[config.mk]
export PLATFORM = sky130hd
export DESIGN_NAME = cmos_nvram_io
export DESIGN_NICKNAME = d
export VERILOG_FILES = /design/src/rtl/cmos_nvram_io.sv
export SDC_FILE = /design/constraint.sdc
export NUM_CORES = 1
export LEC_CHECK = 0
export BUFFER_PORTS_ARGS = -buffer_cell sky130_fd_sc_hd__buf_2
export CORE_MARGIN = 1.5
export CORE_UTILIZATION = 45
export DETAILED_ROUTE_END_ITERATION = 6
export MAX_ROUTING_LAYER = met4
export PLACE_DENSITY = 0.88
export SETUP_SLACK_MARGIN = 0.2
export SYNTH_ARGS = -nofsm -noshare
export SYNTH_HDL_FRONTEND = slang
export SYNTH_SLANG_ARGS = --single-unit
[constraint.sdc]
create_clock -name clk_sys -period 3.7 [get_ports clk_sys]
set_clock_uncertainty 0.2 [all_clocks]
set_input_delay 0.555 -clock clk_sys [delete_from_list [all_inputs] [get_ports clk_sys]]
set_output_delay 0.555 -clock clk_sys [all_outputs]
set_load 0.005 [all_outputs]
[src/rtl/cmos_nvram_io.sv]
// rtl/cmos_nvram_io.sv - HPS upload/download responder for the 1024x4 Williams CMOS RAM
// Packs nibble pairs into bytes for hps_io and flags CPU writes as a pending save.
module cmos_nvram_io #(
    parameter int NV_INDEX = 4,
    parameter int CMOS_AW  = 10
) (
    input  logic               clk_sys,
    input  logic               reset,
    input  logic               ioctl_upload,
    input  logic               ioctl_download,
    input  logic [15:0]        ioctl_index,
    input  logic [24:0]        ioctl_addr,
    input  logic               ioctl_rd,
    input  logic               ioctl_wr,
    input  logic [7:0]         ioctl_dout,
    output logic [7:0]         ioctl_din,
    output logic               ioctl_wait,
    output logic [CMOS_AW-1:0] cmos_addr,
    output logic [3:0]         cmos_din,
    output logic               cmos_we,
    input  logic [3:0]         cmos_dout,
    input  logic               cpu_cmos_we,
    output logic               nvram_dirty,
    output logic               busy
);

    localparam int BYTES = 2 ** (CMOS_AW - 1);

    typedef enum logic [2:0] {
        IDLE,
        RD_LO,
        RD_HI,
        RD_CAP,
        WR_LO,
        WR_HI
    } state_t;

    state_t     state;
    logic [3:0] lo_q;
    logic [3:0] hi_q;
    logic       dl_q;

    logic match;
    logic in_range;
    logic last_byte;
    logic dirty_clr;

    assign match     = (ioctl_index == 16'(NV_INDEX));
    assign in_range  = (ioctl_addr < 25'(BYTES));
    // cmos_addr still holds the odd nibble of the byte being captured in RD_CAP
    assign last_byte = &cmos_addr[CMOS_AW-1:1];
    assign dirty_clr = ((state == RD_CAP) && last_byte) ||
                       (dl_q && !ioctl_download && match);
    assign busy      = (state != IDLE);

    always_ff @(posedge clk_sys or posedge reset) begin
        if (reset) begin
            state       <= IDLE;
            ioctl_din   <= 8'h00;
            ioctl_wait  <= 1'b0;
            cmos_addr   <= '0;
            cmos_din    <= 4'h0;
            cmos_we     <= 1'b0;
            nvram_dirty <= 1'b0;
            lo_q        <= 4'h0;
            hi_q        <= 4'h0;
            dl_q        <= 1'b0;
        end else begin
            dl_q <= ioctl_download;
            case (state)
                IDLE: begin
                    cmos_we <= 1'b0;
                    if (ioctl_rd && ioctl_upload && match) begin
                        if (in_range) begin
                            cmos_addr  <= {ioctl_addr[CMOS_AW-2:0], 1'b0};
                            ioctl_wait <= 1'b1;
                            state      <= RD_LO;
                        end else begin
                            ioctl_din <= 8'hFF;
                        end
                    end else if (ioctl_wr && ioctl_download && match && in_range) begin
                        cmos_addr  <= {ioctl_addr[CMOS_AW-2:0], 1'b0};
                        cmos_din   <= ioctl_dout[3:0];
                        hi_q       <= ioctl_dout[7:4];
                        cmos_we    <= 1'b1;
                        ioctl_wait <= 1'b1;
                        state      <= WR_LO;
                    end
                end
                RD_LO: begin
                    cmos_addr[0] <= 1'b1;
                    state        <= RD_HI;
                end
                RD_HI: begin
                    lo_q  <= cmos_dout;
                    state <= RD_CAP;
                end
                RD_CAP: begin
                    ioctl_din  <= {cmos_dout, lo_q};
                    ioctl_wait <= 1'b0;
                    state      <= IDLE;
                end
                WR_LO: begin
                    cmos_addr[0] <= 1'b1;
                    cmos_din     <= hi_q;
                    state        <= WR_HI;
                end
                WR_HI: begin
                    cmos_we    <= 1'b0;
                    ioctl_wait <= 1'b0;
                    state      <= IDLE;
                end
                default: state <= IDLE;
            endcase
            // a CPU write in the same cycle as a clear keeps the image marked dirty
            if (cpu_cmos_we) begin
                nvram_dirty <= 1'b1;
            end else if (dirty_clr) begin
                nvram_dirty <= 1'b0;
            end
        end
    end

endmodule

==> results.py, run 1 <==
metrics = {
    "logic_synthesis": {
        "synth_edf_count": 0,
        "synth.avg_cell_area_sq_um": 13.6,
        "syn-instance-count": 120,
        "syn-cell-area_sq_um": 1630,
        "synthesis.nets": 180,
        "yosysSeqAreaShare_pct": 56.8,
        "synth_ff_type": "dfrtp_1",
        "yosysWarnings": 0,
        "ys_types": 34,
        "synth_seq_cells": 37,
        "synthArstFlopShare_pct": 100,
    },
    "clocking": {
        "ctsResizeCount": 0,
        "clock_sinks": 37,
        "clk_pin_slew_worst_paths_ns": 0.10,
        "cts_htree_levels": 2,
        "cts_buffer_depth": 2,
        "cts_buffers": 5,
        "hold_buffers": 0,
        "cts_tree": "done",
        "postCtsSetupBuffers": 0,
        "clock_latency_ns": 0.32,
        "cts_root_buf": "clkbuf_4",
    },
    "cells_and_area": {
        "syn2layout_area_growth_pct": 32.5,
        "nets": 270,
        "n_antenna_cell": 0,
        "post-route-util_pct": 63.2,
        "final_common_cell": "buf_2",
        "layout_common_cells": "85 x buf_2, 37 x dfrtp_1, 25 x mux2_2",
        "nFillCells": 283,
        "drive_gt1_share_pct": 58.6,
    },
    "timing": {
        "fin_crit_sh_pct": 63.9,
        "holdWs_ns": 0.184,
        "fin_ws_ns": 1.34,
        "max-slew-margin-rel_pct": 39.6,
        "rsz0062_at_grt": "no",
        "drv_slew": 0,
        "hold_violations": 0,
        "timing.setup.tns_ns": 0,
        "setup_viol": 0,
        "period_needed_ns": 2.36,
        "worstMarginPinSlew_ns": 0.905,
        "clock.fmax_mhz": 423,
    },
    "critical_path": {
        "regToRegSetupSlack_ns": 1.34,
        "cp_data_required_time_ns": 3.71,
        "startpoint_type": "flop",
        "worst_r2r_path_depth": 4,
        "path_cells": "or3_1, a2111oi_2, buf_4, mux2_2",
        "slowest_delay_ns": 0.51,
        "crit_path_top_delay_cell": "or3_1",
        "crit_type": "flop to flop",
        "endpoint_kind": "flop",
        "critPathMaxFanout": 11,
        "crit_arrival_ns": 2.37,
    },
    "drt": {
        "wire_per_inst_um": 14.0,
        "vias": 1299,
        "postRouteAntennaNets": 0,
        "via_per_inst": 5.07,
        "drt_first_pass_iters": 4,
        "wl_um": 3580,
        "remaining_drc_errors": 0,
        "dr.first_iter.drc_count": 54,
    },
    "floorplanning": {
        "design.die.area_sq_um": 3990,
        "io_pins": 86,
        "start_util_pct": 47.7,
        "die_w_um": 63.2,
        "core_sq_um": 3420,
        "rows": 21,
        "die_h_um": 63.2,
    },
    "pwr": {
        "power.density_nw_per_um2": 371,
        "leakage_nw": 1.17,
        "ir_worst_vdd_v": 0.000254,
    },
    "placement": {
        "dp_hpwl_um": 2860,
        "place_worst_setup_slack_ns": 1.03,
        "io_buffers": 85,
        "place_congestion": 0.795,
    },
    "global_route": {
        "gr-total-overflow": 0,
        "antenna_found_initial": 0,
        "grt_pass1_wl_um": 5920,
        "grtUsageTotal_pct": 19.5,
        "grt_max_degree": 26,
        "use_met1_pct": 24.6,
        "use_met3_pct": 4.29,
        "grt.busiest_layer": "met2",
        "grt_use_met2_pct": 31.8,
        "grt_pass1_vias": 1268,
    },
    "hold_path": {
        "hold_path_class": "primary input to flop",
        "hold_path_depth": 1,
    },
    "outcome": {
        "run_status": "finished, final reports clean",
    },
    "flow_run": {
        "max_cap_viol_count": 0,
    },
}
## registers in the layout, summed over array words and instances (netlist names)
register	cells
nvram_dirty	1
ioctl_wait	1
cmos_addr	10
cmos_din	4
state	3
cmos_we	1
ioctl_din	8
hi_q	4
lo_q	4
dl_q	1
## report_power, final
part           switching (mW)  internal (mW)  total, mW  leakage, nW
logic                  0.0593         0.0771      0.136        0.645
clock network           0.116         0.0897      0.205       0.0314
registers              0.0247          0.435      0.459        0.495
## Yosys cell counts, types with 2 or more instances
library cell	instances	share of area [%]
nor2_1	2	0.46
nand2_1	4	0.92
dfrtp_1	37	57
nand4_1	2	0.77
inv_1	2	0.46
nor4_1	7	2.7
o21ai_0	2	0.61
nor3_1	2	0.61
nand2b_1	2	0.77
nand3_1	2	0.61
nor3b_1	2	0.92
buf_4	2	0.92
xor2_1	2	1.1
mux2_2	25	17
o22a_1	8	4.3
## layer usage
metal	vias to the layer above	routed length, um
li1	634	-
met1	617	1520
met2	41	1850
met3	7	167
met4	0	40
met5	-	0
## metrics by stage
step / total power [mW] / cells / instance area (sq um)
after floorplan: 0.548 / 120 / 1630
after global placement: 0.598 / 249 / 2100
after detailed placement: 0.607 / 249 / 2100
after CTS: 0.811 / 256 / 2160
after global routing: 0.853 / 256 / 2160
final: 0.801 / 256 / 2160
## critical path: cells and delay by family (launching register included)
kind                   cells  cell delay (ns)
buffers and inverters      1             0.27
multiplexers               1             0.36
AND/OR/NAND/NOR            1             0.51
AO/OA/AOI/OAI              1             0.41
flip-flops                 1             0.50
## layout make-up
type / count / area [sq um] / share of cell area (%)
multi-input cells: 77 / 673 / 31.2
well taps: 46 / 57.6 / 2.67
flip-flops and latches: 37 / 926 / 42.9
clock buffers: 7 / 55.1 / 2.55
repair buffers: 87 / 440 / 20.4
inverters: 2 / 7.51 / 0.348
## final timing paths
check | from | end
min in group asynchronous | reset | ioctl_din[1]
worst min register to register | ioctl_wait | ioctl_wait
worst max-delay path | state[2] | cmos_addr[9]
max in group asynchronous | reset | hi_q[3]
worst max register to register | state[2] | cmos_addr[9]
worst min-delay path | ioctl_download | dl_q
## cell families (layout without fill, tap and decap cells)
family                    after synthesis  count (layout)  share of synthesized area, %
DFF                                    37              37                          56.8
and+or+nand+nor                        31              31                          12.5
muxes                                  25              25                          17.3
AOI/OAI and AO/OA                      18              18                          9.90
buffers and inverters                   6              96                          1.92
xor gates and xnor gates                3               3                          1.61
(Power assumes the default switching activity.)
==> run 2: changes to the inputs <==
--- a/config.mk
+++ b/config.mk
@@ -7,10 +7,10 @@
 export LEC_CHECK = 0
 export BUFFER_PORTS_ARGS = -buffer_cell sky130_fd_sc_hd__buf_2
 export CORE_MARGIN = 1.5
-export CORE_UTILIZATION = 45
+export CORE_UTILIZATION = 40
 export DETAILED_ROUTE_END_ITERATION = 6
 export MAX_ROUTING_LAYER = met4
-export PLACE_DENSITY = 0.88
+export PLACE_DENSITY = 0.83
 export SETUP_SLACK_MARGIN = 0.2
 export SYNTH_ARGS = -nofsm -noshare
 export SYNTH_HDL_FRONTEND = slang
==> constraint.sdc (replaced) <==
create_clock -name clk_sys -period 2.03 [get_ports clk_sys]
set_clock_uncertainty 0.2 [all_clocks]
set_input_delay 0.3045 -clock clk_sys [delete_from_list [all_inputs] [get_ports clk_sys]]
set_output_delay 0.3045 -clock clk_sys [all_outputs]
set_load 0.005 [all_outputs]
==> results.py, run 2 (synthesis results as in run 1) <==
metrics = {
    "outcome": {
        "run_status": "finished, final reports clean",
    },
    "placement": {
        "place_congestion": 0.703,
        "io_buffers": 85,
        "placed_cells": 264,
        "dp_hpwl_um": 2910,
    },
    "drt": {
        "vias": 1397,
        "remaining_drc_errors": 0,
        "postRouteAntennaNets": 0,
        "wire_per_inst_um": 14.6,
        "wl_um": 4100,
        "dr.first_iter.drc_count": 88,
        "via_per_inst": 4.99,
        "drt_first_pass_iters": 5,
    },
    "timing": {
        "holdWs_ns": 0.0168,
        "timing.setup.tns_ns": 0,
        "setup_viol": 0,
        "period_needed_ns": 1.94,
        "hold_violations": 0,
        "drv_slew": 0,
        "rsz0062_at_grt": "yes",
        "worstMarginPinSlew_ns": 0.464,
        "clock.fmax_mhz": 517,
        "fin_crit_sh_pct": 95.4,
        "max-slew-margin-rel_pct": 69.0,
    },
    "cells_and_area": {
        "largest-register": "cmos_addr",
        "layout_common_cells": "81 x buf_2, 37 x dfrtp_1, 13 x mux2_2, 13 x buf_4, 12 x mux2_4",
        "post-route-util_pct": 66.5,
        "final_common_cell": "buf_2",
        "instances_no_fill": 280,
        "nets": 289,
        "n_antenna_cell": 0,
        "largestRegisters": "cmos_addr x10, ioctl_din x8",
        "largest_reg_flops": 10,
        "syn2layout_area_growth_pct": 62.0,
        "drive_gt1_share_pct": 65.7,
    },
    "global_route": {
        "antenna_found_initial": 0,
        "grt_pass1_vias": 1392,
        "grt_pass1_wl_um": 5900,
        "grtUsageTotal_pct": 17.9,
        "grt_max_degree": 38,
        "gr-total-overflow": 0,
    },
    "clocking": {
        "cts_root_buf": "clkbuf_8",
        "cts_buffer_depth": 2,
        "clk_pin_slew_worst_paths_ns": 0.07,
        "clock_sinks": 37,
        "cts_tree": "done",
        "cts_buffers": 5,
        "clock_latency_ns": 0.28,
        "cts_htree_levels": 2,
    },
    "floorplanning": {
        "design.die.area_sq_um": 4470,
        "start_util_pct": 41.1,
        "io_pins": 86,
        "die_w_um": 66.8,
        "rows": 23,
        "die_h_um": 66.8,
        "core_sq_um": 3970,
    },
    "pwr": {
        "switching_share_pct": 24.1,
        "power.density_nw_per_um2": 689,
        "p_clk_share_pct": 36.2,
        "p_seq_share_pct": 45.2,
        "power_switching_uw": 438,
        "comb_power_share_pct": 18.6,
        "internal_power_mw": 1.38,
        "leakage_nw": 1.35,
        "ir_worst_vdd_v": 0.000506,
    },
    "critical_path": {
        "startpoint_type": "flop",
        "endpoint_kind": "flop",
        "crit_arrival_ns": 1.91,
        "worst_r2r_path_depth": 5,
        "crit_type": "flop to flop",
        "critPathMaxFanout": 5,
        "cp_data_required_time_ns": 2.00,
    },
    "hold_path": {
        "hold_path_class": "primary input to flop",
        "hold_path_depth": 2,
    },
    "flow_run": {
        "max_cap_viol_count": 0,
    },
}
-- run 2: cell count changes in the layout (fill, tap and decap cells not counted), sizes merged --
cell / before / now
buf: 87 / 103
clkinvlp: 0 / 1
dlygate4sd3: 0 / 2
bufinv: 0 / 1
-- run 2: final timing paths --
path                        startpoint  slack (ns)           end
min reg2reg                 ioctl_wait        0.29    ioctl_wait
max in group asynchronous        reset        0.84  ioctl_din[6]
min in group asynchronous        reset        0.46   cmos_din[0]
max reg2reg                   state[0]        0.09  cmos_addr[6]
min                        cpu_cmos_we        0.02   nvram_dirty
max                           state[0]        0.09  cmos_addr[6]
-- run 2: routing by layer --
metal / vias to the layer above / global-route usage [%] / part of all wire (%) / wire (um)
li1: 669 / - / - / -
met1: 678 / 19.6 / 40 / 1630
met5: - / - / 0 / 0
met3: 4 / 5.41 / 6.1 / 248
met4: 0 / 3.83 / 0.51 / 21
met2: 46 / 32.3 / 54 / 2200
-- run 2: critical path: stages, from the launching register on --
cell	delay (ns)
dfrtp_1	0.38
or3_4	0.43
a2111oi_4	0.19
buf_4	0.19
clkbuf_16	0.15
mux2_4	0.29
-- run 2: what timing repair did --
action                                 4_1_cts  5_1_grt
buffers inserted                             2        2
setup endpoints to repair                   25       26
pin swaps                                    1        8
resized for setup                            3       13
endpoints found under the hold margin       38        0
cloned                                       0        2
hold buffers                                 2        0
-- run 2: power by group through the flow --
stage / logic [mW] / registers [mW] / clock network (mW)
2_1_floorplan: 0.203 / 0.824 / 0
3_3_place_gp: 0.326 / 0.835 / 0
3_5_place_dp: 0.333 / 0.837 / 0
4_1_cts: 0.336 / 0.823 / 0.669
5_1_grt: 0.373 / 0.830 / 0.708
6_report: 0.339 / 0.822 / 0.659
-- run 2: area by class of cell --
cell class,count,area (sq um)
inverter,2,7.51
sequential,37,926
timing repair buffer,106,658
clock inverter,2,37.5
multi-input combinational,77,867
clock buffer,6,82.6
fill,284,1330
tap,50,62.6
-- run 2: through the flow --
step / cell area (sq um) / power [mW] / setup WS [ns]
finish: 2640 / 1.82 / 0.0942
global route: 2640 / 1.91 / 0.0484
CTS: 2550 / 1.83 / 0.106
detailed placement: 2380 / 1.17 / -0.197
global placement: 2380 / 1.16 / -0.114
floorplan: 1820 / 1.03 / -0.0522
==> run 3: changes to the inputs <==
--- a/config.mk
+++ b/config.mk
@@ -11,6 +11,7 @@
 export DETAILED_ROUTE_END_ITERATION = 6
 export MAX_ROUTING_LAYER = met4
 export PLACE_DENSITY = 0.83
+export REMOVE_ABC_BUFFERS = 1
 export SETUP_SLACK_MARGIN = 0.2
 export SYNTH_ARGS = -nofsm -noshare
 export SYNTH_HDL_FRONTEND = slang
==> results.py, run 3 (synthesis results as in run 1) <==
metrics = {
    "pwr": {
        "internal_power_mw": 1.24,
        "ir_worst_vdd_v": 0.000326,
        "leakage_nw": 1.30,
        "power.density_nw_per_um2": 658,
        "total_power_mw": 1.66,
        "power_switching_uw": 428,
        "p_seq_share_pct": 49.2,
        "switching_share_pct": 25.7,
        "p_clk_share_pct": 29.1,
        "comb_power_share_pct": 21.7,
    },
    "clocking": {
        "clock_sinks": 37,
        "cts_htree_levels": 2,
        "cts_tree": "done",
        "cts_buffer_depth": 2,
        "clock_latency_ns": 0.29,
        "cts_buffers": 5,
        "cts_root_buf": "clkbuf_8",
        "clk_pin_slew_worst_paths_ns": 0.07,
    },
    "cells_and_area": {
        "multi_input_area_sq_um": 845,
        "syn2layout_area_growth_pct": 55.1,
        "largestRegisters": "cmos_addr x10, ioctl_din x8",
        "n_antenna_cell": 0,
        "instances_no_fill": 278,
        "layout_common_cells": "83 x buf_2, 37 x dfrtp_1, 16 x mux2_4",
        "drive_gt1_share_pct": 64.0,
        "largest-register": "cmos_addr",
        "nFillCells": 314,
        "largest_reg_flops": 10,
        "final_common_cell": "buf_2",
        "regArea_sq_um": 926,
        "nets": 287,
    },
    "critical_path": {
        "crit_path_top_delay_cell": "or3_4",
        "worst-path-buf-inv": 1,
        "regToRegSetupSlack_ns": 0.1,
        "critical_path_depth": 4,
        "cp_top_family": "simple AND/OR/NAND/NOR gates",
        "worstSetupEndpoint": "cmos_addr[8]",
        "rr_startpoint": "state[0]",
        "path_cells": "or3_4, a2111oi_4, buf_6, mux2_2",
        "endpoint_kind": "flop",
        "rr_endpoint": "cmos_addr[8]",
        "startpoint_type": "flop",
        "worst_r2r_path_depth": 4,
        "crit_start": "state[0]",
        "cp_data_required_time_ns": 2.00,
        "crit_type": "flop to flop",
        "slowest_delay_ns": 0.42,
        "crit_arrival_ns": 1.90,
        "critPathMaxFanout": 6,
    },
    "global_route": {
        "grt_pass1_vias": 1385,
        "grtUsageTotal_pct": 19.8,
        "grt_pass1_wl_um": 6290,
        "gr-total-overflow": 0,
        "grt_max_degree": 38,
        "antenna_found_initial": 0,
    },
    "drt": {
        "vias": 1406,
        "dr.first_iter.drc_count": 68,
        "via_per_inst": 5.06,
        "wl_um": 4150,
        "wire_per_inst_um": 14.9,
        "postRouteAntennaNets": 0,
        "drt_first_pass_iters": 4,
        "remaining_drc_errors": 0,
    },
    "hold_path": {
        "hold_start": "cpu_cmos_we",
        "hold_path_class": "primary input to flop",
    },
    "flow_run": {
        "max_cap_viol_count": 0,
    },
    "timing": {
        "period_needed_ns": 1.93,
        "setup_viol": 0,
        "drv_slew": 0,
        "hold_violations": 0,
        "rsz0062_at_grt": "yes",
        "fin_crit_sh_pct": 95.2,
        "clock.fmax_mhz": 518,
        "worstMarginPinSlew_ns": 0.460,
        "holdWs_ns": 0.0154,
        "max-slew-margin-rel_pct": 69.3,
    },
    "floorplanning": {
        "io_pins": 86,
        "core_sq_um": 3970,
        "die_w_um": 66.8,
        "rows": 23,
        "start_util_pct": 41.1,
        "die_h_um": 66.8,
        "design.die.area_sq_um": 4470,
    },
    "placement": {
        "dp_hpwl_um": 2760,
        "placed_cells": 263,
        "io_buffers": 85,
        "place_congestion": 0.842,
    },
    "outcome": {
        "run_status": "finished, final reports clean",
    },
}
run 3: cell count changes in the layout (fill, tap and decap cells not counted), sizes merged:
cell      delta
buf          -1
bufinv       -1
clkbuf       +1
clkinvlp     -1
run 3: stage by stage:
stage,setup TNS (ns),setup slack [ns],area [sq um],util (%)
after floorplan,-6.07,-0.521,1610,-
after global placement,-4.41,-0.287,2180,55.0
after detailed placement,-4.59,-0.325,2180,55.0
after CTS,0,0.0975,2440,61.4
after global routing,0,0.0407,2530,63.7
final,0,0.0984,2530,63.7
run 3: power by group through the flow:
stage | Combinational (mW) | Clock [mW] | Sequential [mW]
4_1_cts | 0.343 | 0.502 | 0.819
2_1_floorplan | 0.152 | 0 | 0.842
3_5_place_dp | 0.314 | 0 | 0.831
3_3_place_gp | 0.306 | 0 | 0.830
5_1_grt | 0.396 | 0.533 | 0.823
6_report | 0.360 | 0.485 | 0.819
run 3: what timing repair did:
item | 4_1_cts | 5_1_grt
hold buffers | 2 | 0
gates resized for setup | 28 | 17
gates cloned | 2 | 0
setup endpoints to repair | 28 | 28
endpoints found under the hold margin | 38 | 0
buffers inserted | 3 | 0
pin swaps | 5 | 4
run 3: layer usage:
layer / vias up / wire (um) / track usage (%)
met2: 45 / 2110 / 32.5
li1: 661 / - / -
met5: - / 0 / -
met3: 13 / 211 / 5.24
met4: 0 / 130 / 8.42
met1: 687 / 1700 / 23.1
run 3: worst min-delay path by stage:
stage                        to  slack (ns)  cells past startpoint
finish              nvram_dirty        0.02                      2
global route        nvram_dirty        0.02                      2
CTS                 nvram_dirty        0.01                      2
detailed placement  cmos_din[3]        0.24                      3
global placement    cmos_din[3]        0.23                      3
floorplan                  dl_q        0.14                      0
run 3: area by class of cell:
class                           count  share of cell area [%]
Sequential cell                    37                    36.6
Multi-Input combinational cell     77                    33.4
Timing Repair Buffer              104                    24.0
Clock buffer                        8                    3.17
Tap cell                           50                    2.47
Inverter                            2                   0.297
